==> config.mk <==
export PLATFORM = sky130hd
export DESIGN_NAME = vmem_seq
export DESIGN_NICKNAME = d
export VERILOG_FILES = /design/src/rtl/cvp14_pkg.sv /design/src/rtl/vmem_agen.sv /design/src/rtl/vmem_seq.sv
export SDC_FILE = /design/constraint.sdc
export NUM_CORES = 1
export LEC_CHECK = 0
export ABC_CLOCK_PERIOD_IN_PS = 2500
export CAP_MARGIN = 15
export CORE_ASPECT_RATIO = 1.5
export CORE_MARGIN = 4
export CORE_UTILIZATION = 42
export DETAILED_ROUTE_END_ITERATION = 7
export PLACE_DENSITY = 0.84
export RECOVER_POWER = 100
export SLEW_MARGIN = 25
export SYNTH_ARGS = -nofsm -noshare
export SYNTH_HDL_FRONTEND = slang
export SYNTH_SLANG_ARGS = --single-unit
==> constraint.sdc <==
create_clock -name Clk1 -period 2.5 [get_ports Clk1]
set_input_delay 0.375 -clock Clk1 [delete_from_list [all_inputs] [get_ports Clk1]]
set_output_delay 0.375 -clock Clk1 [all_outputs]
set_load 0.01 [all_outputs]
==> src/rtl/cvp14_pkg.sv <==
// CVP14 shared definitions: opcode set, vector geometry and the
// vector memory sequencer state encoding.
package cvp14_pkg;

    localparam int unsigned NUM_ELEM = 16;
    localparam int unsigned DW       = 16;
    localparam int unsigned AW       = 16;

    typedef enum logic [3:0] {
        OP_VADD = 4'b0000,
        OP_VDOT = 4'b0001,
        OP_SMUL = 4'b0010,
        OP_SST  = 4'b0011,
        OP_VLD  = 4'b0100,
        OP_VST  = 4'b0101,
        OP_SLL  = 4'b0110,
        OP_SLH  = 4'b0111,
        OP_J    = 4'b1000,
        OP_NOP  = 4'b1111
    } opcode_e;

    typedef enum logic [1:0] {
        IDLE,
        ISSUE,
        DRAIN,
        FIN
    } vmemState_e;

endpackage

==> src/rtl/vmem_agen.sv <==
// Element counter and address generator for vmem_seq: issue-side base+k,
// a one-cycle-late copy for the return path, and sticky carry-out detect.
module vmem_agen #(
    parameter int unsigned NUM_ELEM = 16,
    parameter int unsigned AW       = 16
) (
    input  logic                        Clk1,
    input  logic                        Reset,
    input  logic                        load,
    input  logic                        step,
    input  logic [AW-1:0]               baseAddr,
    output logic [AW-1:0]               issAddr,
    output logic [$clog2(NUM_ELEM)-1:0] issIdx,
    output logic [AW-1:0]               retAddr,
    output logic [$clog2(NUM_ELEM)-1:0] retIdx,
    output logic                        last,
    output logic                        wrap
);

    localparam int unsigned IW = $clog2(NUM_ELEM);

    logic          carry;
    logic [AW-1:0] addrNext;

    // Incrementing the running address instead of re-adding base+k keeps
    // the carry-out visible in the same cycle the wrapped address appears.
    assign {carry, addrNext} = {1'b0, issAddr} + {{AW{1'b0}}, 1'b1};
    assign last = (issIdx == IW'(NUM_ELEM - 1));

    always_ff @(posedge Clk1 or negedge Reset) begin
        if (!Reset) begin
            issAddr <= '0;
            issIdx  <= '0;
            retAddr <= '0;
            retIdx  <= '0;
            wrap    <= 1'b0;
        end else begin
            retAddr <= issAddr;
            retIdx  <= issIdx;
            if (load) begin
                issAddr <= baseAddr;
                issIdx  <= '0;
                wrap    <= 1'b0;
            end else if (step) begin
                issAddr <= addrNext;
                issIdx  <= issIdx + IW'(1);
                if (carry) begin
                    wrap <= 1'b1;
                end
            end
        end
    end

endmodule

==> src/rtl/vmem_seq.sv <==
// CVP14 vector load/store sequencer: streams NUM_ELEM elements between the
// memory bus and one vector register through the vector file serial port.
module vmem_seq #(
    parameter int unsigned NUM_ELEM = cvp14_pkg::NUM_ELEM,
    parameter int unsigned DW       = cvp14_pkg::DW,
    parameter int unsigned AW       = cvp14_pkg::AW
) (
    input  logic                        Clk1,
    input  logic                        Reset,
    input  logic                        Start,
    input  logic [3:0]                  Op,
    input  logic [AW-1:0]               BaseAddr,
    input  logic [2:0]                  VSel,
    output logic                        Busy,
    output logic                        Done,
    output logic                        AddrWrap,
    output logic [AW-1:0]               Addr,
    output logic                        RD,
    output logic                        WR,
    output logic [DW-1:0]               DataOut,
    input  logic [DW-1:0]               DataIn,
    output logic [2:0]                  VAddr,
    output logic [$clog2(NUM_ELEM)-1:0] VIdx,
    output logic                        VRD_s,
    output logic                        VWR_s,
    output logic [DW-1:0]               VDataOut_s,
    input  logic [DW-1:0]               VDataIn_s
);

    import cvp14_pkg::*;

    localparam int unsigned IW = $clog2(NUM_ELEM);

    vmemState_e    state;
    logic          opSt;
    logic [2:0]    vSelQ;
    logic          accept;
    logic          step;
    logic          last;
    logic [AW-1:0] issAddr;
    logic [AW-1:0] retAddr;
    logic [IW-1:0] issIdx;
    logic [IW-1:0] retIdx;

    assign accept = (state == IDLE) && Start && ((Op == OP_VLD) || (Op == OP_VST));
    assign step   = (state == ISSUE) && !last;

    vmem_agen #(
        .NUM_ELEM(NUM_ELEM),
        .AW      (AW)
    ) u_agen (
        .Clk1    (Clk1),
        .Reset   (Reset),
        .load    (accept),
        .step    (step),
        .baseAddr(BaseAddr),
        .issAddr (issAddr),
        .issIdx  (issIdx),
        .retAddr (retAddr),
        .retIdx  (retIdx),
        .last    (last),
        .wrap    (AddrWrap)
    );

    // Loads address memory on issue and the vector file on return;
    // stores do the opposite, so the two sides swap counter copies.
    assign Addr  = opSt ? retAddr : issAddr;
    assign VIdx  = opSt ? issIdx  : retIdx;
    assign VAddr = vSelQ;

    // Return data arrives the cycle after its read strobe, in the same cycle
    // as the matching write strobe, so it is forwarded rather than registered.
    assign DataOut    = WR    ? VDataIn_s : '0;
    assign VDataOut_s = VWR_s ? DataIn    : '0;

    always_ff @(posedge Clk1 or negedge Reset) begin
        if (!Reset) begin
            state <= IDLE;
            opSt  <= 1'b0;
            vSelQ <= '0;
            Busy  <= 1'b0;
            Done  <= 1'b0;
            RD    <= 1'b0;
            WR    <= 1'b0;
            VRD_s <= 1'b0;
            VWR_s <= 1'b0;
        end else begin
            case (state)
                IDLE: begin
                    Done <= 1'b0;
                    if (accept) begin
                        opSt  <= (Op == OP_VST);
                        vSelQ <= VSel;
                        Busy  <= 1'b1;
                        RD    <= (Op == OP_VLD);
                        VRD_s <= (Op == OP_VST);
                        state <= ISSUE;
                    end
                end
                ISSUE: begin
                    VWR_s <= !opSt;
                    WR    <= opSt;
                    if (last) begin
                        RD    <= 1'b0;
                        VRD_s <= 1'b0;
                        state <= DRAIN;
                    end
                end
                DRAIN: begin
                    VWR_s <= 1'b0;
                    WR    <= 1'b0;
                    Done  <= 1'b1;
                    state <= FIN;
                end
                FIN: begin
                    Done  <= 1'b0;
                    Busy  <= 1'b0;
                    state <= IDLE;
                end
                default: state <= IDLE;
            endcase
        end
    end

endmodule

==> metrics.md, run 1 <==
| Metric | Value |
|---|---|
| Status | `completed` |
| Nets | `~450` |
| Buffers added on ports | `119` |
| RSZ-0062 raised after global routing | `false` |
| IO Count | `120` |
| Seq/Total Area, Yosys | `between 40% and 50%` |
| Crit Path Max Fanout | `15` |
| Post-synth EDFFs | `0` |
| Worst hold path type | `in2async` |
| Area Overhead vs Synth | `49.6%` |
| # Max-Cap Violations | `0` |
| Power Density | `1080 nW/um^2` |
| Gpl congestion | `0.792` |
| Die area | `7850 um^2` |
| Die X | `around 74 um` |
| Critical Path RT | `2120 ps` |
| Fin area | `4070 um^2` |
| Global route overflow | `0` |
| Worst VDD drop | `between 0.5 and 0.6 mV` |
| Area contributors post-synth | `dfrtp_1, mux2_2, and2_1` |
| Clock Latency Late Sink | `300 ps` |
| Cells after Synth | `267` |
| Slew HR | `9.83%` |
| Part of the power in combinational logic | `50.7%` |
| Final Core Density | `65.4%` |
| Clock Sinks | `between 50 and 60` |
| Most used flip-flop cell after synthesis | `dfrtp_1` |
| WHS | `355 ps` |
| CTS tree | `done` |
| Setup Viol. Count Final | `0` |
| Yosys cell types | `34` |
| Post-synth top area share | `48.8%` |
| Wire per inst | `15.6 um` |
| Post-Route WL | `7160 um` |
| Starting Density | `43.7%` |
| Synth area leader | `dfrtp_1` |
| Syn_nets | `333` |
| Fin. max-slew vios | `0` |
| Fraction of registers with async set/reset | `100%` |
| HPWL after DPL | `about 5700 um` |
| Setup TNS | `0 ps` |
| Slew @ Worst Pin | `~1400 ps` |
| WS Path Type | `reg2out` |
| Cell-internal power | `about 2.7 mW` |
| Max Root-Sink Buffers | `2` |
| Most frequent cells after synthesis | `dfrtp_1, and2_1, nand2_1` |
| Final critical-path share of the clock period | `90.4%` |
| Placement-stage cell area | `4000 um^2` |
| Post-CTS Setup Repair Bufs | `0` |
| H-tree Lvls | `2` |
| CTS buffer count | `5` |
| Die height | `107 um` |
| Ys Warns | `0` |
| Overall Global Routing Usage | `about a fifth` |
| DR iter-0 viols | `~160` |
| Clock share of power | `11.0%` |
| Crit-path cells | `buf_4, mux2_2, dlygate4sd3_1` |
| Fraction of layout cells with a size suffix above 1 | `a little under a tenth` |
| Root Buffer | `clkbuf_8` |
| Fin cells | `460` |
| Core ar. | `6220 um^2` |
| Most common cell in the netlist | `dfrtp_1` |
| Arrival @ worst endpoint | `1890 ps` |
| Largest stage delay on the critical path | `610 ps` |
| Post_cts resized | `0` |
| First-pass GRT wire length | `11500 um` |
| Vias per cell | `5.15` |
| Setup crit end kind | `primary output` |
| Worst-path clk slew | `90 ps` |
| Ant diodes | `0` |
| Worst path slowest cell | `dlygate4sd3_1` |
| Via count | `2368` |
| Tmin final | `2260 ps` |
| Post-synthesis register bit count | `53` |
| Syn_area_per_cell | `approximately 10 um^2` |
| Post-DRT Antenna Nets | `0` |
| NetSw | `1.64 mW` |
| Clk_skew | `9.95 ps` |
| Core Rows | `35` |
| Mapped cell area | `roughly 2700 um^2` |
| Switch share | `37.4%` |
| Initial antenna violation count | `0` |
| CP Launch Type | `flip-flop` |
| CP top delay family | `buffers and inverters` |
| Seq pwr share | `38.3%` |
| Hold Vio Cnt, Final | `0` |
| Hold-fix buffers, CTS | `0` |
| Router iterations before antenna repair | `4` |
| Leakage | `approximately 1.7 nW` |
| DRC Markers | `0` |
| Number of global-route vias before repair | `approximately 2300` |
| Largest net degree at the start of global routing | `29` |
| WP buf/inv | `2` |
| Dpl cells | `453` |
| Fmax | `442 MHz` |
==> layout make-up <==
class | instances | area, um^2
well taps | 74 | 92.6
inverters | 6 | 22.5
repair buffers | 125 | 1220
fillers | 514 | 2150
flip-flops and latches | 53 | 1330
clock buffers | 6 | 82.6
clock inverters | 1 | 7.51
multi-input cells | 195 | 1310
==> logic make-up (layout without fill, tap and decap cells) <==
kind of cell | count (synthesis) | count (layout) | synth area share, %
compound gates | 39 | 39 | 8.84
buf+inv | 19 | 138 | 2.99
fa+ha+maj | 8 | 8 | 3.68
xor+xnor | 10 | 10 | 3.22
flops | 53 | 53 | 48.8
simple gates | 116 | 116 | 23.4
mux | 22 | 22 | 9.07
==> power groups by stage <==
stage               registers (mW)  clock network (mW)  logic [mW]
floorplan                     1.60                   0        1.24
global placement              1.67                   0        2.35
detailed placement            1.71                   0        2.40
CTS                           1.68               0.498        2.41
global route                  1.75               0.535        2.45
finish                        1.68               0.484        2.22
==> per-stage QoR <==
step	total power, mW	setup slack [ps]
after detailed placement	4.10	492
final	4.38	239
after CTS	4.59	349
after global placement	4.02	518
after floorplan	2.83	747
after global routing	4.73	166
==> routing by layer <==
metal	part of all wire, %	vias up	global-route usage [%]
li1	-	1164	-
met2	55	75	33.8
met3	5.5	9	3.12
met1	38	1120	22.3
met5	0	-	0
met4	1.6	0	5.31
==> layout by cell type (no fill, tap or decap), drive strengths merged, types with 2 or more instances in the layout <==
master and n:
nor2 16, and4 3, dlygate4sd3 49, and2 35, clkdlybuf4s50 69, xnor2 2
or4 5, dfrtp 53, o31ai 6, a31oi 7, inv 6, a21oi 2
o21ai 18, xor2 8, mux2 21, nand3 13, nand2 31, clkbuf 9
a22o 3, ha 8, buf 4, and3 4, nand4 4
==> sequential cells by signal, indices dropped and copies added (netlist names), 2 cells and up <==
register	count
u_agen.retIdx	4
u_agen.issIdx	4
VAddr	3
state	2
u_agen.retAddr	16
u_agen.issAddr	16
==> worst register-to-register path: stages, from the launching register on <==
cell and delay (ps):
dfrtp_1 410, inv_1 140, ha_1 240, and2_0 230, nand2_1 190, or4_1 540
a31oi_1 170
==> final timing paths <==
kind	start	endpoint	slack (ps)	depth (start not counted)
setup / recovery	opSt	Addr[4]	240	3
hold / removal	Reset	u_agen.retAddr[7]	350	1
setup reg to reg	state[1]	u_agen.issAddr[12]	520	6
hold reg to reg	u_agen.issAddr[15]	u_agen.retAddr[15]	460	0
max in group asynchronous	Reset	state[1]	820	2
min in group Clk1	u_agen.issAddr[15]	u_agen.retAddr[15]	460	0
No activity file was read; power rests on OpenSTA's default activity.
==> inputs of run 2 (changes only) <==
--- a/config.mk
+++ b/config.mk
@@ -13,6 +13,7 @@
 export DETAILED_ROUTE_END_ITERATION = 7
 export PLACE_DENSITY = 0.84
 export RECOVER_POWER = 100
+export REMOVE_ABC_BUFFERS = 1
 export SLEW_MARGIN = 25
 export SYNTH_ARGS = -nofsm -noshare
 export SYNTH_HDL_FRONTEND = slang
==> run 2 against run 1 <==
  * Global-route usage is 0.20 points lower
  * Critical path depth is the same
  * Die area is the same
  * Flip-flop and latch count did not move
  * Sequential power hardly changed
  * Cell count stayed put
  * Worst hold slack gained 53 ps
  * Combinational power rose by 3%
  * Clock skew fell by 6.6 ps
  * Largest cell class unchanged
  * Highest routed layer unchanged
==> metrics.md, run 2 (synthesized netlist as in run 1, its figures left out) <==
| Metric | Value |
|---|---|
| Starting Density | `43.7%` |
| Slew HR | `3.24%` |
| WS Path Type | `reg2out` |
| Root Buffer | `clkbuf_8` |
| Part of the power in combinational logic | `51.3%` |
| Gpl congestion | `0.801` |
| Fin. max-slew vios | `0` |
| DR iter-0 viols | `approximately 130` |
| Slew @ Worst Pin | `1450 ps` |
| Number of global-route vias before repair | `2420` |
| Ant diodes | `0` |
| Total Power | `4.45 mW` |
| DRC Markers | `0` |
| Status | `completed` |
| Fillers | `481` |
| Tmin final | `2240 ps` |
| Core Rows | `35` |
| Max Root-Sink Buffers | `2` |
| Setup Viol. Count Final | `0` |
| Worst r2r dst | `u_agen.issAddr[14]` |
| H-tree Lvls | `2` |
| # Max-Cap Violations | `0` |
| Register area | `1330 um^2` |
| IO Count | `120` |
| Most frequent cells in the layout | `clkdlybuf4s50_1, dfrtp_1, dlygate4sd3_1` |
| Die area | `7850 um^2` |
| Cell-internal power | `2.81 mW` |
| Seq pwr share | `38.2%` |
| Setup crit end kind | `primary output` |
| Initial antenna violation count | `0` |
| Critical Path RT | `2120 ps` |
| Clock Sinks | `53` |
| Router iterations before antenna repair | `4` |
| NetSw | `1.64 mW` |
| Post-Route WL | `a little over 7000 um` |
| HPWL after DPL | `5710 um` |
| CTS tree | `done` |
| RSZ-0062 raised after global routing | `false` |
| Largest net degree at the start of global routing | `28` |
| Die X | `~74 um` |
| Hold Vio Cnt, Final | `0` |
| Hold-fix buffers, CTS | `0` |
| Leakage | `1.70 nW` |
| Post_cts resized | `0` |
| Fmax | `~450 MHz` |
| Largest stage delay on the critical path | `530 ps` |
| Switch share | `36.8%` |
| WP buf/inv | `2` |
| Setup TNS | `0 ps` |
| Clock Latency Late Sink | `290 ps` |
| Clk_skew | `roughly 3.3 ps` |
| Commonest non-fill, non-tap cell in the layout | `clkdlybuf4s50_1` |
| CP Launch Type | `flip-flop` |
| Multi-input logic area | `~1300 um^2` |
| Core ar. | `6220 um^2` |
| Nets | `roughly 450` |
| Biggest regs | `u_agen.issAddr x16, u_agen.retAddr x16` |
| Worst hold path type | `in2async` |
| First-pass GRT wire length | `11600 um` |
| CP top delay family | `buffers and inverters` |
| Vias per cell | `5.21` |
| WHS | `407 ps` |
| Crit-path cells | `buf_12, mux2_2, clkdlybuf4s50_1` |
| Global route overflow | `0` |
| Final critical-path share of the clock period | `between 80% and 90%` |
| Post-CTS Setup Repair Bufs | `0` |
| Area Overhead vs Synth | `49.8%` |
| Buffers added on ports | `119` |
| Worst VDD drop | `0.695 mV` |
| Worst reg2reg setup slack | `460 ps` |
| Overall Global Routing Usage | `a little under a fifth` |
| Worst path slowest cell | `dfrtp_1` |
| Via count | `approximately 2400` |
| Worst Reg2Reg Path Length in Cells | `6` |
| Post-DRT Antenna Nets | `0` |
| Die height | `107 um` |
| Wire per inst | `between 15 and 20 um` |
| Clock share of power | `10.5%` |
| Arrival @ worst endpoint | `approximately 1900 ps` |
| Crit Path Max Fanout | `18` |
| R2R Path Start | `state[1]` |
| Fraction of layout cells with a size suffix above 1 | `9.07%` |
| Power Density | `1090 nW/um^2` |
| CTS buffer count | `5` |
| Worst-path clk slew | `80 ps` |
[run 2: cell count changes in the layout (fill, tap and decap cells not counted), moves of 2 or more]
cell             change
buf_4                -2
clkbuf_1             +2
clkdlybuf4s50_1     +13
dlygate4sd3_1       -13
[run 2: per-stage QoR]
| stage | cell area (um^2) | util (%) | setup slack (ps) | std cells |
|---|---|---|---|---|
| after floorplan | 2660 | - | 634 | 254 |
| after global placement | 4010 | 64.4 | 528 | 453 |
| after detailed placement | 4010 | 64.4 | 489 | 453 |
| after CTS | 4090 | 65.8 | 239 | 460 |
| after global routing | 4070 | 65.5 | 166 | 460 |
| final | 4070 | 65.5 | 257 | 460 |
[run 2: power by group through the flow]
| stage | Combinational [mW] | Sequential (mW) | Clock [mW] |
|---|---|---|---|
| after floorplan | 1.15 | 1.65 | 0 |
| after global placement | 2.33 | 1.69 | 0 |
| after detailed placement | 2.40 | 1.72 | 0 |
| after CTS | 2.41 | 1.71 | 0.478 |
| after global routing | 2.51 | 1.79 | 0.523 |
| final | 2.28 | 1.70 | 0.468 |
[run 2: layer usage]
metal | vias up | GRT usage, % | wire [um]
li1 | 1164 | - | -
met1 | 1151 | 21.5 | 2660
met2 | 76 | 34.5 | 3940
met3 | 7 | 3.41 | 446
met4 | 0 | 3.89 | 78
met5 | - | 0 | 0
[run 2: final cells by class]
class                      count  share of cell area (%)
multi-input combinational    195                    32.2
inverter                       6                   0.553
timing repair buffer         125                    30.3
clock buffer                   7                    2.12
sequential                    53                    32.6
tap                           74                    2.27
[run 2: worst max-delay path by stage]
stage                               to  slack [ps]  startpoint  cells after the start
floorplan           u_agen.issAddr[14]         630    state[1]                      6
global placement    u_agen.issAddr[10]         530       Op[3]                      5
detailed placement  u_agen.issAddr[10]         490       Op[3]                      5
CTS                            Addr[3]         240        opSt                      3
global route                   Addr[3]         170        opSt                      3
finish                         Addr[3]         260        opSt                      3
==> inputs of run 3 (changes only) <==
--- a/config.mk
+++ b/config.mk
@@ -18,3 +18,4 @@
 export SYNTH_ARGS = -nofsm -noshare
 export SYNTH_HDL_FRONTEND = slang
 export SYNTH_SLANG_ARGS = --single-unit
+export TNS_END_PERCENT = 50
==> results of run 3 <==
Final layout, timing and power as in run 2 (identical DEF).
